[config.mk]
export PLATFORM = sky130hd
export DESIGN_NAME = huff_decoder
export DESIGN_NICKNAME = d
export VERILOG_FILES = /design/src/rtl/huff_decoder.sv
export SDC_FILE = /design/constraint.sdc
export NUM_CORES = 1
export LEC_CHECK = 0
export CORE_MARGIN = 8
export CORE_UTILIZATION = 35
export DETAILED_ROUTE_END_ITERATION = 8
export GPL_ROUTABILITY_DRIVEN = 0
export PLACE_DENSITY = 0.63
export RECOVER_POWER = 50
export SYNTH_ARGS = -nofsm -noshare
export SYNTH_HDL_FRONTEND = slang
export SYNTH_SLANG_ARGS = --single-unit
[constraint.sdc]
create_clock -name clk -period 7.39 [get_ports clk]
set_clock_uncertainty 0.15 [all_clocks]
set_input_delay 1.478 -clock clk [delete_from_list [all_inputs] [get_ports clk]]
set_output_delay 1.478 -clock clk [all_outputs]
set_load 0.01 [all_outputs]
[src/rtl/huff_decoder.sv]
// Bit-serial Huffman decoder: char_valid rises 1 cycle after a code's last bit; bit_ready drops while a char is stalled.
// Optional HUFF_DEC_SYMCNT_EN adds sym_count, a wrapping count of delivered characters.
module huff_decoder #(
  parameter int N      = 3,
  parameter int CODE_W = 3
) (
  input  logic                       clk,
  input  logic                       reset,
  input  logic                       table_load,
  input  logic [N-1:0][7:0]          tbl_char,
  input  logic [N-1:0][CODE_W-1:0]   tbl_value,
  input  logic [N-1:0][CODE_W-1:0]   tbl_mask,
  input  logic                       bit_in,
  input  logic                       bit_valid,
  output logic                       bit_ready,
  output logic [7:0]                 char_out,
  output logic                       char_valid,
  input  logic                       char_ready,
  output logic                       err,
  output logic                       table_valid
`ifdef HUFF_DEC_SYMCNT_EN
  ,
  output logic [7:0]                 sym_count
`endif
);

  localparam int LEN_W = $clog2(CODE_W + 1);

  typedef enum logic [1:0] {IDLE, RUN, ERR} state_t;

  state_t                     state_q, state_d;
  logic [CODE_W-1:0]          acc_q, acc_d, acc_n;
  logic [LEN_W-1:0]           len_q, len_d, len_n;
  logic [7:0]                 char_out_q, char_out_d;
  logic                       char_valid_q, char_valid_d;
  logic                       err_q, err_d;
  logic                       table_valid_q, table_valid_d;
  logic [N-1:0][7:0]          char_tbl_q, char_tbl_d;
  logic [N-1:0][CODE_W-1:0]   value_tbl_q, value_tbl_d;
  logic [N-1:0][CODE_W-1:0]   mask_tbl_q, mask_tbl_d;
  logic                       hit;
  logic [7:0]                 hit_char;
`ifdef HUFF_DEC_SYMCNT_EN
  logic [7:0]                 sym_count_q, sym_count_d;
`endif

  function automatic logic [LEN_W-1:0] popcnt(input logic [CODE_W-1:0] m);
    logic [LEN_W-1:0] cnt;
    cnt = '0;
    for (int b = 0; b < CODE_W; b++) cnt = cnt + LEN_W'(m[b]);
    return cnt;
  endfunction

  // Depends only on registered state and char_ready, never on bit_valid.
  assign bit_ready = (state_q == RUN) && (!char_valid_q || char_ready);

  always_comb begin
    state_d       = state_q;
    acc_d         = acc_q;
    len_d         = len_q;
    char_out_d    = char_out_q;
    char_valid_d  = char_valid_q;
    err_d         = err_q;
    table_valid_d = table_valid_q;
    char_tbl_d    = char_tbl_q;
    value_tbl_d   = value_tbl_q;
    mask_tbl_d    = mask_tbl_q;
`ifdef HUFF_DEC_SYMCNT_EN
    sym_count_d   = sym_count_q;
`endif
    acc_n         = {acc_q[CODE_W-2:0], bit_in};
    len_n         = len_q + LEN_W'(1);
    hit           = 1'b0;
    hit_char      = '0;

    // Ascending scan with a found flag gives lowest-index priority.
    for (int i = 0; i < N; i++) begin
      if (!hit && (mask_tbl_q[i] != '0) && (popcnt(mask_tbl_q[i]) == len_n) &&
          ((acc_n & mask_tbl_q[i]) == (value_tbl_q[i] & mask_tbl_q[i]))) begin
        hit      = 1'b1;
        hit_char = char_tbl_q[i];
      end
    end

    if (char_valid_q && char_ready) begin
      char_valid_d = 1'b0;
`ifdef HUFF_DEC_SYMCNT_EN
      sym_count_d  = sym_count_q + 8'd1;
`endif
    end

    if (table_load) begin
      char_tbl_d    = tbl_char;
      value_tbl_d   = tbl_value;
      mask_tbl_d    = tbl_mask;
      acc_d         = '0;
      len_d         = '0;
      err_d         = 1'b0;
      char_valid_d  = 1'b0;
      table_valid_d = 1'b1;
      state_d       = RUN;
`ifdef HUFF_DEC_SYMCNT_EN
      sym_count_d   = '0;
`endif
    end else if (bit_valid && bit_ready) begin
      if (hit) begin
        char_out_d   = hit_char;
        char_valid_d = 1'b1;
        acc_d        = '0;
        len_d        = '0;
      end else if (len_n == LEN_W'(CODE_W)) begin
        err_d   = 1'b1;
        state_d = ERR;
      end else begin
        acc_d = acc_n;
        len_d = len_n;
      end
    end
  end

  always_ff @(posedge clk) begin
    if (reset) begin
      state_q       <= IDLE;
      acc_q         <= '0;
      len_q         <= '0;
      char_out_q    <= '0;
      char_valid_q  <= 1'b0;
      err_q         <= 1'b0;
      table_valid_q <= 1'b0;
`ifdef HUFF_DEC_SYMCNT_EN
      sym_count_q   <= '0;
`endif
    end else begin
      state_q       <= state_d;
      acc_q         <= acc_d;
      len_q         <= len_d;
      char_out_q    <= char_out_d;
      char_valid_q  <= char_valid_d;
      err_q         <= err_d;
      table_valid_q <= table_valid_d;
      char_tbl_q    <= char_tbl_d;
      value_tbl_q   <= value_tbl_d;
      mask_tbl_q    <= mask_tbl_d;
`ifdef HUFF_DEC_SYMCNT_EN
      sym_count_q   <= sym_count_d;
`endif
    end
  end

  assign char_out    = char_out_q;
  assign char_valid  = char_valid_q;
  assign err         = err_q;
  assign table_valid = table_valid_q;
`ifdef HUFF_DEC_SYMCNT_EN
  assign sym_count   = sym_count_q;
`endif

endmodule

Word level (Yosys, flattened, before mapping)
Cells that the tools add are included.
- latch bits: 0
- flip-flop bits (word level): 58
- word-level logic and storage cells: 85
- memory bits (writable): 0
- input bits: 48
- ROM bits: 0
- memories kept: 0
- shift operators: 0
- multiplexer cells: 17
- bitwise logic cells: 9
- div/mod/pow operators: 0
- add/subtract/negate cells: 7
- reduce and logical (&&, ||, !) cells: 26
- $mul: 0
- equal/unequal tests: 10
- order comparisons: 0
- operators by type and width (kind ; number):
    8-bit two-way mux ; 3
    3-bit bitwise AND ; 6
    1-bit logical AND ; 11
    1-bit two-way mux ; 10
    3-bit equality test ; 3
    3-bit AND reduction ; 3
    3-bit nonzero test ; 3
    2-bit two-way mux ; 4
    1-bit by 1-bit adder with 2-bit output ; 3
    2-bit by 1-bit adder with 2-bit output ; 3
    2-bit equality test ; 3
    2-bit inequality test, second input constant ; 2
    2-bit AND reduction ; 2
    2-bit nonzero test ; 2
    1-bit zero test ; 3
    1-bit inverter ; 3
    2-bit by 1-bit adder with 2-bit output, second input constant ; 1
    2-bit by 1-bit equality test with 1-bit output, second input constant ; 1
    2-bit equality test, second input constant ; 1
    2-bit OR reduction ; 1
    1-bit logical OR ; 1

Logic depth before layout (Yosys ltp)
Gate-level depths: netlist (run 1).
- depth after elaboration: 19
- gate-level depth with buffers: 9
- depth with buffers taken out: 7

Worst setup path before layout (run 1)
Ideal clock, no wire load.
- path kind: input port to flip-flop
- start: in reset
- end: reg char_tbl_q[0] in the netlist's numbering, enable pin
- slack: 3.233 ns
- arrival: 3.561 ns
- data required time: 6.794 ns
- stages on the path: 2
- setup time: 0.446 ns
- path buffers: 1
- path through: clkbuf_1 -> nor2b_1
- cells in the longest elaborated chain, start to end: 2
- ends and longest elaborated chain (element ; RTL line ; source):
    start, declared ; 8 ; input logic reset,
    1-bit inverter (no source line) ; -- ;
    2-bit AND reduction (no source line) ; -- ;
    end signal, assigned ; 141 ; char_tbl_q <= char_tbl_d;
    end, declared ; 38 ; logic [N-1:0][7:0] char_tbl_q, char_tbl_d;
Every way passes these cells.
A chain may end at the register's enable or synchronous reset.

Worst setup path in the final report (run 1)
- start: in reset
- end: reg value_tbl_q[3] in the netlist's numbering, enable pin
- cells in the longest elaborated chain, start to end: 2
- ends and longest elaborated chain (element ; RTL line ; source):
    1-bit inverter (no source line) ; -- ;
    2-bit AND reduction (no source line) ; -- ;
    end signal, assigned ; 142 ; value_tbl_q <= value_tbl_d;
    end, declared ; 39 ; logic [N-1:0][CODE_W-1:0] value_tbl_q, value_tbl_d;
Every way passes these cells.

==> flow_metrics.env, run 1 <==
export IMPL_ys_async_sr_fraction_pct=0
export IMPL_cp_top_family="simple AND/OR/NAND/NOR gates"
export IMPL_switching_power_uw=180
export IMPL_yosysMostFrequentCell="edfxtp_1"
export IMPL_synth_area_mm2=0.00244
export IMPL_fp_dieW_um=99.6
export IMPL_met1_usage_pct=12.8
export IMPL_grt_total_usage_pct=10.7
export IMPL_clock_latency_ns=0.33
export IMPL_slew_headroom_pct=-129
export IMPL_finalHoldViolCount=0
export IMPL_rr_endpoint="len_q[1]$_SDFFE_PP0P_"
export IMPL_routed_via_density=4.86
export IMPL_startpoint_type="input port"
export IMPL_initial_core_util_pct=36.0
export IMPL_drv_cap=1
export IMPL_avgSynthCellArea_um2=13.4
export IMPL_fin_util_pct=49.7
export IMPL_drc=0
export IMPL_grt_max_degree=43
export IMPL_min_path_type="reg2reg"
export IMPL_rsz0062_at_grt="no"
export IMPL_setup_viol=0
export IMPL_violations="capacitance limit, slew limit"
export IMPL_fin_total_pwr_uw=815
export IMPL_yosysWarnings=0
export IMPL_ant_nets=0
export IMPL_synth_nets=235
export IMPL_coreArea_mm2=0.00679
export IMPL_yosys_most_used_dff="edfxtp_1"
export IMPL_setup_tns_ns=0
export IMPL_cp_arrival_ns=4.81
export IMPL_ir_drop_uv=143
export IMPL_endpoint="value_tbl_q[3]$_DFFE_PP_"
export IMPL_post_cts_resized=0
export IMPL_dpl_hpwl_um=3770
export IMPL_grt_pass1_wl_um=8220
export IMPL_busiest_layer="met2"
export IMPL_die_h_um=99.6
export IMPL_pwr_share_seq_pct=46.7
export IMPL_dr_pass1_iters=4
export IMPL_swShare_pct=22.0
export IMPL_slew_viol_final=43
export IMPL_post_cts_setup_buffers=0
export IMPL_startpoint="reset"
export IMPL_finalCritPeriodShare_pct=68.9
export IMPL_wirelength_um=5160
export IMPL_syn2layout_area_growth_pct=38.1
export IMPL_cts_path_max_buffers=2
export IMPL_crit_type="in2reg"
export IMPL_p_comb_share_pct=10.5
export IMPL_syn_instance_count=183
export IMPL_row_count=30
export IMPL_p_int_uw=635
export IMPL_cts_tree="yes"
export IMPL_fin_cells=348
export IMPL_power_leakage_uw=0.00120
export IMPL_synth_edf_count=42
export IMPL_synth_seq_area_share_pct=64.7
export IMPL_htree_levels=3
export IMPL_ys_top_cells_by_area="edfxtp_1 (52%), dfxtp_1 (13%), a41oi_1 (3.6%)"
export IMPL_critPathMaxStageDelay_ns=2.56
export IMPL_ys_ff_latch=58
export IMPL_cpMaxStageDelayCell="nor2b_1"
export IMPL_drive_gt1_share_pct=7.14
export IMPL_cp_depth=2
export IMPL_drtIter0Drc=99
export IMPL_worstMarginPinSlew_ns=3.42
export IMPL_crit_buf_inv=1
export IMPL_port_buffers=59
export IMPL_dp_cells=332
export IMPL_critPathCaptureType="register"
export IMPL_power_density_mw_per_mm2=241
export IMPL_status="complete, but fails checks"
export IMPL_stdcell_area_mm2=0.00338
export IMPL_synth_common_cells="edfxtp_1 (42), dfxtp_1 (16), nand2_1 (13)"
export IMPL_final_net_count=299
export IMPL_p_clk_share_pct=42.8
export IMPL_antennaDiodeCount=0
export IMPL_path_clk_slew_ns=0.06
export IMPL_ys_types=35
export IMPL_max_freq_mhz=196
export IMPL_reg2reg_slack_ns=4.19
export IMPL_antenna_found_initial=0
export IMPL_met2_usage_pct=15.5
export IMPL_r2r_start="len_q[0]$_SDFFE_PP0P_"
export IMPL_globalRouteOverflowTotal=0
export IMPL_placed_area_mm2=0.00314
export IMPL_synth_top_cell_by_area="edfxtp_1"
export IMPL_crit_chain="dlygate4sd3_1 -> nor2b_1"
export IMPL_worstPathRequired_ns=7.11
export IMPL_cts_sinks=58
export IMPL_min_period_ns=5.09
export IMPL_critPathMaxFanout=42
export IMPL_vias=1692
export IMPL_reg2reg_depth=7
export IMPL_dieArea_mm2=0.00991
export IMPL_pin_count=60
export IMPL_yosysTopAreaCellShare_pct=51.6
export IMPL_met3_usage_pct=4.89
export IMPL_cts_made_buffers=9
export IMPL_grt_pass1_vias=1728
export IMPL_clock_root_buffer="clkbuf_8"
export IMPL_hold_buffers=0
export IMPL_wire_per_inst_um=14.8
## how the worst min path moves through the flow
stage,end,depth (start not counted),startpoint
floorplan,len_q[1]$_SDFFE_PP0P_,2,len_q[1]$_SDFFE_PP0P_
global placement,table_valid$_SDFFE_PP0P_,2,table_valid$_SDFFE_PP0P_
detailed placement,table_valid$_SDFFE_PP0P_,2,table_valid$_SDFFE_PP0P_
CTS,table_valid$_SDFFE_PP0P_,2,table_valid$_SDFFE_PP0P_
global route,table_valid$_SDFFE_PP0P_,2,table_valid$_SDFFE_PP0P_
finish,table_valid$_SDFFE_PP0P_,2,table_valid$_SDFFE_PP0P_
## layout make-up
class | count | area, µm²
Fill cell | 608 | 3420
Sequential cell | 58 | 1580
Multi-Input combinational cell | 115 | 823
Timing Repair Buffer | 60 | 598
Clock buffer | 9 | 124
Tap cell | 96 | 120
Clock inverter | 7 | 118
Inverter | 3 | 11.3
## state kept, by name (all words and copies together), names as in the netlist
name and flops:
char_out 8, char_tbl_q 24, err 1, len_q 2, state_q 1, char_valid 1
value_tbl_q 9, mask_tbl_q 9, table_valid 1, acc_q 2
## logic make-up (layout without fill, tap and decap cells)
| group | after synthesis | after routing | share of synthesized area, % |
|---|---|---|---|
| buffers and inverters | 10 | 79 | 1.59 |
| AOI/OAI and AO/OA | 39 | 39 | 12.9 |
| and+or+nand+nor | 57 | 57 | 12.4 |
| xor gates and xnor gates | 15 | 15 | 5.38 |
| DFF | 58 | 58 | 64.7 |
| adders and majority gates | 4 | 4 | 2.97 |
## layer usage
layer  up-vias  share of wire (%)
met1       780                 45
met2        57                 44
met4         0                2.1
met3        11                8.1
met5         -                  0
li1        844                  -
## placed cells by master (no fill, tap or decap), types with 2 or more instances in the layout
cell              n
fa_1              3
o31ai_1           8
dlygate4sd3_1    54
a311oi_1          8
nor2b_1           2
bufinv_16         3
a21oi_1           2
nand2_1          13
dfxtp_1          16
nor2_1           12
o21a_1            2
xor2_1            9
nor3b_1           8
inv_1             2
a41oi_1          10
and3_1            9
clkbuf_8          9
o22ai_1           4
edfxtp_1         42
nor3_1            6
xnor2_1           6
clkinvlp_4        3
clkdlybuf4s50_1   5
## per-stage QoR
stage | hold WS [ns] | worst slack, ns
floorplan | 0.300 | 3.23
global placement | 0.299 | 3.06
detailed placement | 0.312 | 3.04
CTS | 0.327 | 3.04
global route | 0.345 | 1.84
finish | 0.318 | 2.30
## power groups by stage
stage / Clock (µW) / Combinational (µW) / Sequential [µW]
finish: 349 / 85.9 / 380
global route: 369 / 95.3 / 382
CTS: 357 / 92.7 / 380
detailed placement: 0 / 92.2 / 387
global placement: 0 / 91.5 / 386
floorplan: 0 / 49.9 / 385
No activity file was read; power rests on OpenSTA's default activity.
==> run 2: changes to the inputs <==
==> constraint.sdc (replaced) <==
create_clock -name clk -period 5 [get_ports clk]
set_clock_uncertainty 0.15 [all_clocks]
set_input_delay 1 -clock clk [delete_from_list [all_inputs] [get_ports clk]]
set_output_delay 1 -clock clk [all_outputs]
set_load 0.01 [all_outputs]
==> run 2 against run 1 <==
  * The run still ends with capacitance limit, slew limit left
  * Total power up 41%
  * Clock-buffer cell count did not move
  * First-iteration DRC count increased by 31%
  * Critical endpoint is now char_tbl_q[15]$_DFFE_PP_
  * Final area shrank 0.70%
  * Core utilization decreased by 0.35 points
  * Largest cell class unchanged
  * Wire length grew 1.5%
  * Combinational power is 53% higher
==> flow_metrics.env, run 2 (same netlist as run 1, synthesis figures left out) <==
export IMPL_initial_core_util_pct=36.0
export IMPL_violations="capacitance limit, slew limit"
export IMPL_crit_type="in2reg"
export IMPL_antennaDiodeCount=0
export IMPL_power_density_mw_per_mm2=343
export IMPL_fin_cells=349
export IMPL_htree_levels=3
export IMPL_min_path_type="reg2reg"
export IMPL_finalCritPeriodShare_pct=72.6
export IMPL_cts_sinks=58
export IMPL_cts_path_max_buffers=2
export IMPL_final_net_count=300
export IMPL_port_buffers=59
export IMPL_finalHoldViolCount=0
export IMPL_dp_cells=333
export IMPL_cp_top_family="simple AND/OR/NAND/NOR gates"
export IMPL_largest_reg_flops=24
export IMPL_dr_pass1_iters=4
export IMPL_post_cts_setup_buffers=0
export IMPL_crit_buf_inv=1
export IMPL_hold_buffers=0
export IMPL_ir_drop_uv=202
export IMPL_wire_per_inst_um=15.0
export IMPL_top_regs="char_tbl_q: 24 flops, mask_tbl_q: 9 flops, value_tbl_q: 9 flops"
export IMPL_top_register="char_tbl_q"
export IMPL_vias=1679
export IMPL_antenna_found_initial=0
export IMPL_max_freq_mhz=276
export IMPL_critPathMaxStageDelay_ns=1.62
export IMPL_mostFrequentLayoutCells="dlygate4sd3_1 (54), edfxtp_1 (42), dfxtp_1 (16)"
export IMPL_dieArea_mm2=0.00991
export IMPL_drive_gt1_share_pct=7.51
export IMPL_nFillCells=626
export IMPL_dpl_hpwl_um=3730
export IMPL_grt_max_degree=43
export IMPL_cpMaxStageDelayCell="nor2b_2"
export IMPL_clock_root_buffer="clkbuf_8"
export IMPL_status="complete, but fails checks"
export IMPL_crit_chain="dlygate4sd3_1 -> nor2b_2"
export IMPL_rsz0062_at_grt="no"
export IMPL_die_h_um=99.6
export IMPL_min_period_ns=3.63
export IMPL_grt_total_usage_pct=10.8
export IMPL_cp_arrival_ns=3.38
export IMPL_setup_viol=0
export IMPL_slew_viol_final=43
export IMPL_hold_slack_ns=0.317
export IMPL_ant_nets=0
export IMPL_layout_setup_ws_ns=1.37
export IMPL_power_leakage_uw=0.00120
export IMPL_setup_tns_ns=0
export IMPL_syn2layout_area_growth_pct=37.2
export IMPL_clock_latency_ns=0.33
export IMPL_cts_tree="yes"
export IMPL_post_cts_resized=0
export IMPL_critPathCaptureType="register"
export IMPL_path_clk_slew_ns=0.06
export IMPL_drtIter0Drc=130
export IMPL_routed_via_density=4.81
export IMPL_worstPathRequired_ns=4.76
export IMPL_coreArea_mm2=0.00679
export IMPL_worstMarginPinSlew_ns=2.05
export IMPL_row_count=30
export IMPL_globalRouteOverflowTotal=0
export IMPL_fin_total_pwr_uw=1150
export IMPL_slew_headroom_pct=-37.4
export IMPL_critPathMaxFanout=42
export IMPL_layout_commonest_cell="dlygate4sd3_1"
export IMPL_pin_count=60
export IMPL_drc=0
export IMPL_grt_pass1_vias=1686
export IMPL_startpoint_type="input port"
export IMPL_cts_made_buffers=9
export IMPL_drv_cap=1
export IMPL_post_place_ws_ns=1.51
export IMPL_grt_pass1_wl_um=8390
export IMPL_fp_dieW_um=99.6
export IMPL_wirelength_um=5240
[run 2: cell types whose count changed in the layout (fill, tap and decap cells not counted)]
cell        change
clkinvlp_4      -3
clkinv_1        +1
buf_4           +1
nor2b_2         +1
nor2b_1         -1
clkinv_2        +3
bufinv_16       -1
[run 2: worst paths after layout]
kind | startpoint | end | slack (ns) | depth (start not counted)
worst max-delay path | reset | char_tbl_q[15]$_DFFE_PP_ | 1.37 | 2
worst min-delay path | table_valid$_SDFFE_PP0P_ | table_valid$_SDFFE_PP0P_ | 0.32 | 2
worst max register to register | len_q[0]$_SDFFE_PP0P_ | acc_q[1]$_SDFFE_PP0P_ | 1.81 | 7
worst min register to register | table_valid$_SDFFE_PP0P_ | table_valid$_SDFFE_PP0P_ | 0.32 | 2
[run 2: cell type report]
cell class,count,area (µm²),area share (%)
inverter,3,11.3,0.336
sequential,58,1580,47.2
clock inverter,7,83.8,2.50
tap,96,120,3.58
clock buffer,9,124,3.70
timing repair buffer,61,606,18.1
multi-input combinational,115,826,24.6
[run 2: through the flow]
step / area, µm² / utilization (%)
finish: 3350 / 49.3
floorplan: 2440 / -
CTS: 3360 / 49.4
global placement: 3150 / 46.4
global route: 3350 / 49.3
detailed placement: 3150 / 46.4
[run 2: power by group]
group	switching, µW	total [µW]	internal (µW)
Clock	181	457	275
Sequential	13.8	561	547
Combinational	67.6	131	63.2
[run 2: routing by layer]
metal,wire [µm],track usage [%],vias to the layer above
li1,-,-,843
met1,2550,14.7,773
met2,2300,14.9,58
met3,326,4.19,5
met4,58,4.19,0
met5,0,0,-
[run 2: tightest hold or removal path, cell delays in order, from the launching register on]
cell	delay (ns)
dfxtp_1	0.32
nor2_1	0.04
nor2_1	0.07
==> run 3: changes to the inputs <==
--- a/config.mk
+++ b/config.mk
@@ -9,7 +9,7 @@
 export CORE_UTILIZATION = 35
 export DETAILED_ROUTE_END_ITERATION = 8
 export GPL_ROUTABILITY_DRIVEN = 0
-export PLACE_DENSITY = 0.63
+export PLACE_DENSITY = 0.65
 export RECOVER_POWER = 50
 export SYNTH_ARGS = -nofsm -noshare
 export SYNTH_HDL_FRONTEND = slang
==> constraint.sdc (replaced) <==
create_clock -name clk -period 3.3 [get_ports clk]
set_clock_uncertainty 0.15 [all_clocks]
set_input_delay 0.66 -clock clk [delete_from_list [all_inputs] [get_ports clk]]
set_output_delay 0.66 -clock clk [all_outputs]
set_load 0.01 [all_outputs]
==> run 3 against run 2 <==
  * The run now ends clean
  * Worst hold slack worse by 0.0030 ns
  * Final area is 0.19% higher
  * Register-to-register slack worse by 1.2 ns
  * Sequential share of layout area is 0.088 points lower
  * Clock power is 29% higher
  * Critical endpoint is now char_out[7]$_SDFFE_PP0P_
==> flow_metrics.env, run 3 (same netlist as run 1, synthesis figures left out) <==
export IMPL_final_net_count=305
export IMPL_grt_max_degree=43
export IMPL_reg2reg_depth=7
export IMPL_post_cts_setup_buffers=0
export IMPL_vias=1713
export IMPL_drive_gt1_share_pct=7.78
export IMPL_slew_headroom_pct=29.6
export IMPL_multi_input_area_um2=831
export IMPL_max_freq_mhz=366
export IMPL_pwr_share_seq_pct=51.5
export IMPL_ant_nets=0
export IMPL_finalCritPeriodShare_pct=82.9
export IMPL_worstPathRequired_ns=3.39
export IMPL_top_layer="met4"
export IMPL_rr_endpoint="char_out[7]$_SDFFE_PP0P_"
export IMPL_p_clk_share_pct=35.8
export IMPL_cp_arrival_ns=2.82
export IMPL_wl_met1_um=2480
export IMPL_die_h_um=99.6
export IMPL_grt_pass1_wl_um=8640
export IMPL_grt_total_usage_pct=11.4
export IMPL_post_cts_resized=0
export IMPL_power_density_mw_per_mm2=491
export IMPL_critPathMaxFanout=8
export IMPL_wirelength_um=5280
export IMPL_r2r_start="len_q[0]$_SDFFE_PP0P_"
export IMPL_hold_slack_ns=0.314
export IMPL_fin_cells=353
export IMPL_switching_power_uw=382
export IMPL_layout_commonest_cell="dlygate4sd3_1"
export IMPL_ir_drop_uv=193
export IMPL_antennaDiodeCount=0
export IMPL_largest_reg_flops=24
export IMPL_setup_viol=0
export IMPL_top_register="char_tbl_q"
export IMPL_globalRouteOverflowTotal=0
export IMPL_setup_tns_ns=0
export IMPL_reg2reg_slack_ns=0.62
export IMPL_crit_type="in2reg"
export IMPL_hold_buffers=0
export IMPL_fp_dieW_um=99.6
export IMPL_drv_cap=0
export IMPL_min_period_ns=2.73
export IMPL_mostFrequentLayoutCells="dlygate4sd3_1 (54), edfxtp_1 (42), dfxtp_1 (16)"
export IMPL_clock_latency_ns=0.33
export IMPL_path_clk_slew_ns=0.06
export IMPL_slew_viol_final=0
export IMPL_finalHoldViolCount=0
export IMPL_dpl_hpwl_um=3970
export IMPL_grt_pass1_vias=1806
export IMPL_met2_length_um=2330
export IMPL_routed_via_density=4.85
export IMPL_p_comb_share_pct=12.7
export IMPL_min_delay_start="table_valid$_SDFFE_PP0P_"
export IMPL_status="finished clean"
export IMPL_initial_core_util_pct=36.0
export IMPL_min_path_type="reg2reg"
export IMPL_worstMarginPinSlew_ns=1.06
export IMPL_coreArea_mm2=0.00679
export IMPL_power_leakage_uw=0.00121
export IMPL_critPathCaptureType="register"
export IMPL_nFillCells=614
export IMPL_clock_root_buffer="clkbuf_8"
export IMPL_pin_count=60
export IMPL_regArea_mm2=0.00158
export IMPL_syn2layout_area_growth_pct=37.4
export IMPL_drtIter0Drc=142
export IMPL_dr_pass1_iters=4
export IMPL_cts_tree="yes"
export IMPL_row_count=30
export IMPL_wire_per_inst_um=15.0
export IMPL_top_regs="char_tbl_q: 24 flops, mask_tbl_q: 9 flops, value_tbl_q: 9 flops"
export IMPL_swShare_pct=23.2
export IMPL_cts_path_max_buffers=2
export IMPL_startpoint_type="input port"
export IMPL_htree_levels=3
export IMPL_cts_made_buffers=9
export IMPL_min_to="table_valid$_SDFFE_PP0P_"
export IMPL_wl_met3_um=349
export IMPL_dieArea_mm2=0.00991
export IMPL_dp_cells=338
export IMPL_whs_path_depth=2
export IMPL_p_int_uw=1270
export IMPL_cts_sinks=58
export IMPL_rsz0062_at_grt="no"
export IMPL_port_buffers=59
export IMPL_drc=0
export IMPL_antenna_found_initial=0
==> run 3: cell types whose count changed in the layout (fill, tap and decap cells not counted), sizes merged <==
cell	delta
clkbuf	+2
clkinv	-1
bufinv	-1
buf	+4
==> run 3: worst max path at each step <==
| stage | start | to | slack, ns | cells after the start |
|---|---|---|---|---|
| after floorplan | reset | char_tbl_q[0]$_DFFE_PP_ | 0.75 | 2 |
| after global placement | bit_in | char_out[4]$_SDFFE_PP0P_ | 0.36 | 6 |
| after detailed placement | bit_in | char_out[0]$_SDFFE_PP0P_ | 0.26 | 6 |
| after CTS | char_ready | bit_ready | 0.56 | 4 |
| after global routing | bit_in | char_out[0]$_SDFFE_PP0P_ | 0.43 | 6 |
| final | bit_in | char_out[7]$_SDFFE_PP0P_ | 0.57 | 6 |
==> run 3: routing by layer <==
metal  up-vias  track usage (%)
met5         -                0
met2        48             16.6
met1       797             13.5
li1        856                -
met3        12             5.38
met4         0             6.05
==> run 3: final cells by class <==
| class | instances | share of cell area, % |
|---|---|---|
| tap | 96 | 3.58 |
| multi-input combinational | 115 | 24.7 |
| clock inverter | 5 | 1.38 |
| sequential | 58 | 47.1 |
| clock buffer | 10 | 3.80 |
| timing repair buffer | 66 | 19.1 |
| inverter | 3 | 0.335 |
==> run 3: power groups by stage <==
stage / clock network, µW / registers [µW] / logic (µW)
after global placement: 0 / 864 / 217
after detailed placement: 0 / 865 / 222
after global routing: 646 / 855 / 230
after floorplan: 0 / 862 / 112
final: 591 / 850 / 210
after CTS: 606 / 850 / 223
==> run 3: through the flow <==
| stage | utilization [%] | power (µW) | instance area, µm² | setup slack (ns) |
|---|---|---|---|---|
| after floorplan | - | 974 | 2450 | 0.753 |
| after global placement | 46.9 | 1080 | 3190 | 0.362 |
| after detailed placement | 46.9 | 1090 | 3190 | 0.261 |
| after CTS | 49.5 | 1680 | 3360 | 0.563 |
| after global routing | 49.4 | 1730 | 3360 | 0.434 |
| final | 49.4 | 1650 | 3360 | 0.565 |
==> run 3: worst max-delay path, stage by stage <==
cell and delay, ns:
clkdlybuf4s50_1 0.51, xor2_1 0.20, a222oi_1 0.56, a32oi_2 0.25, a21o_1 0.34, o31ai_1 0.30
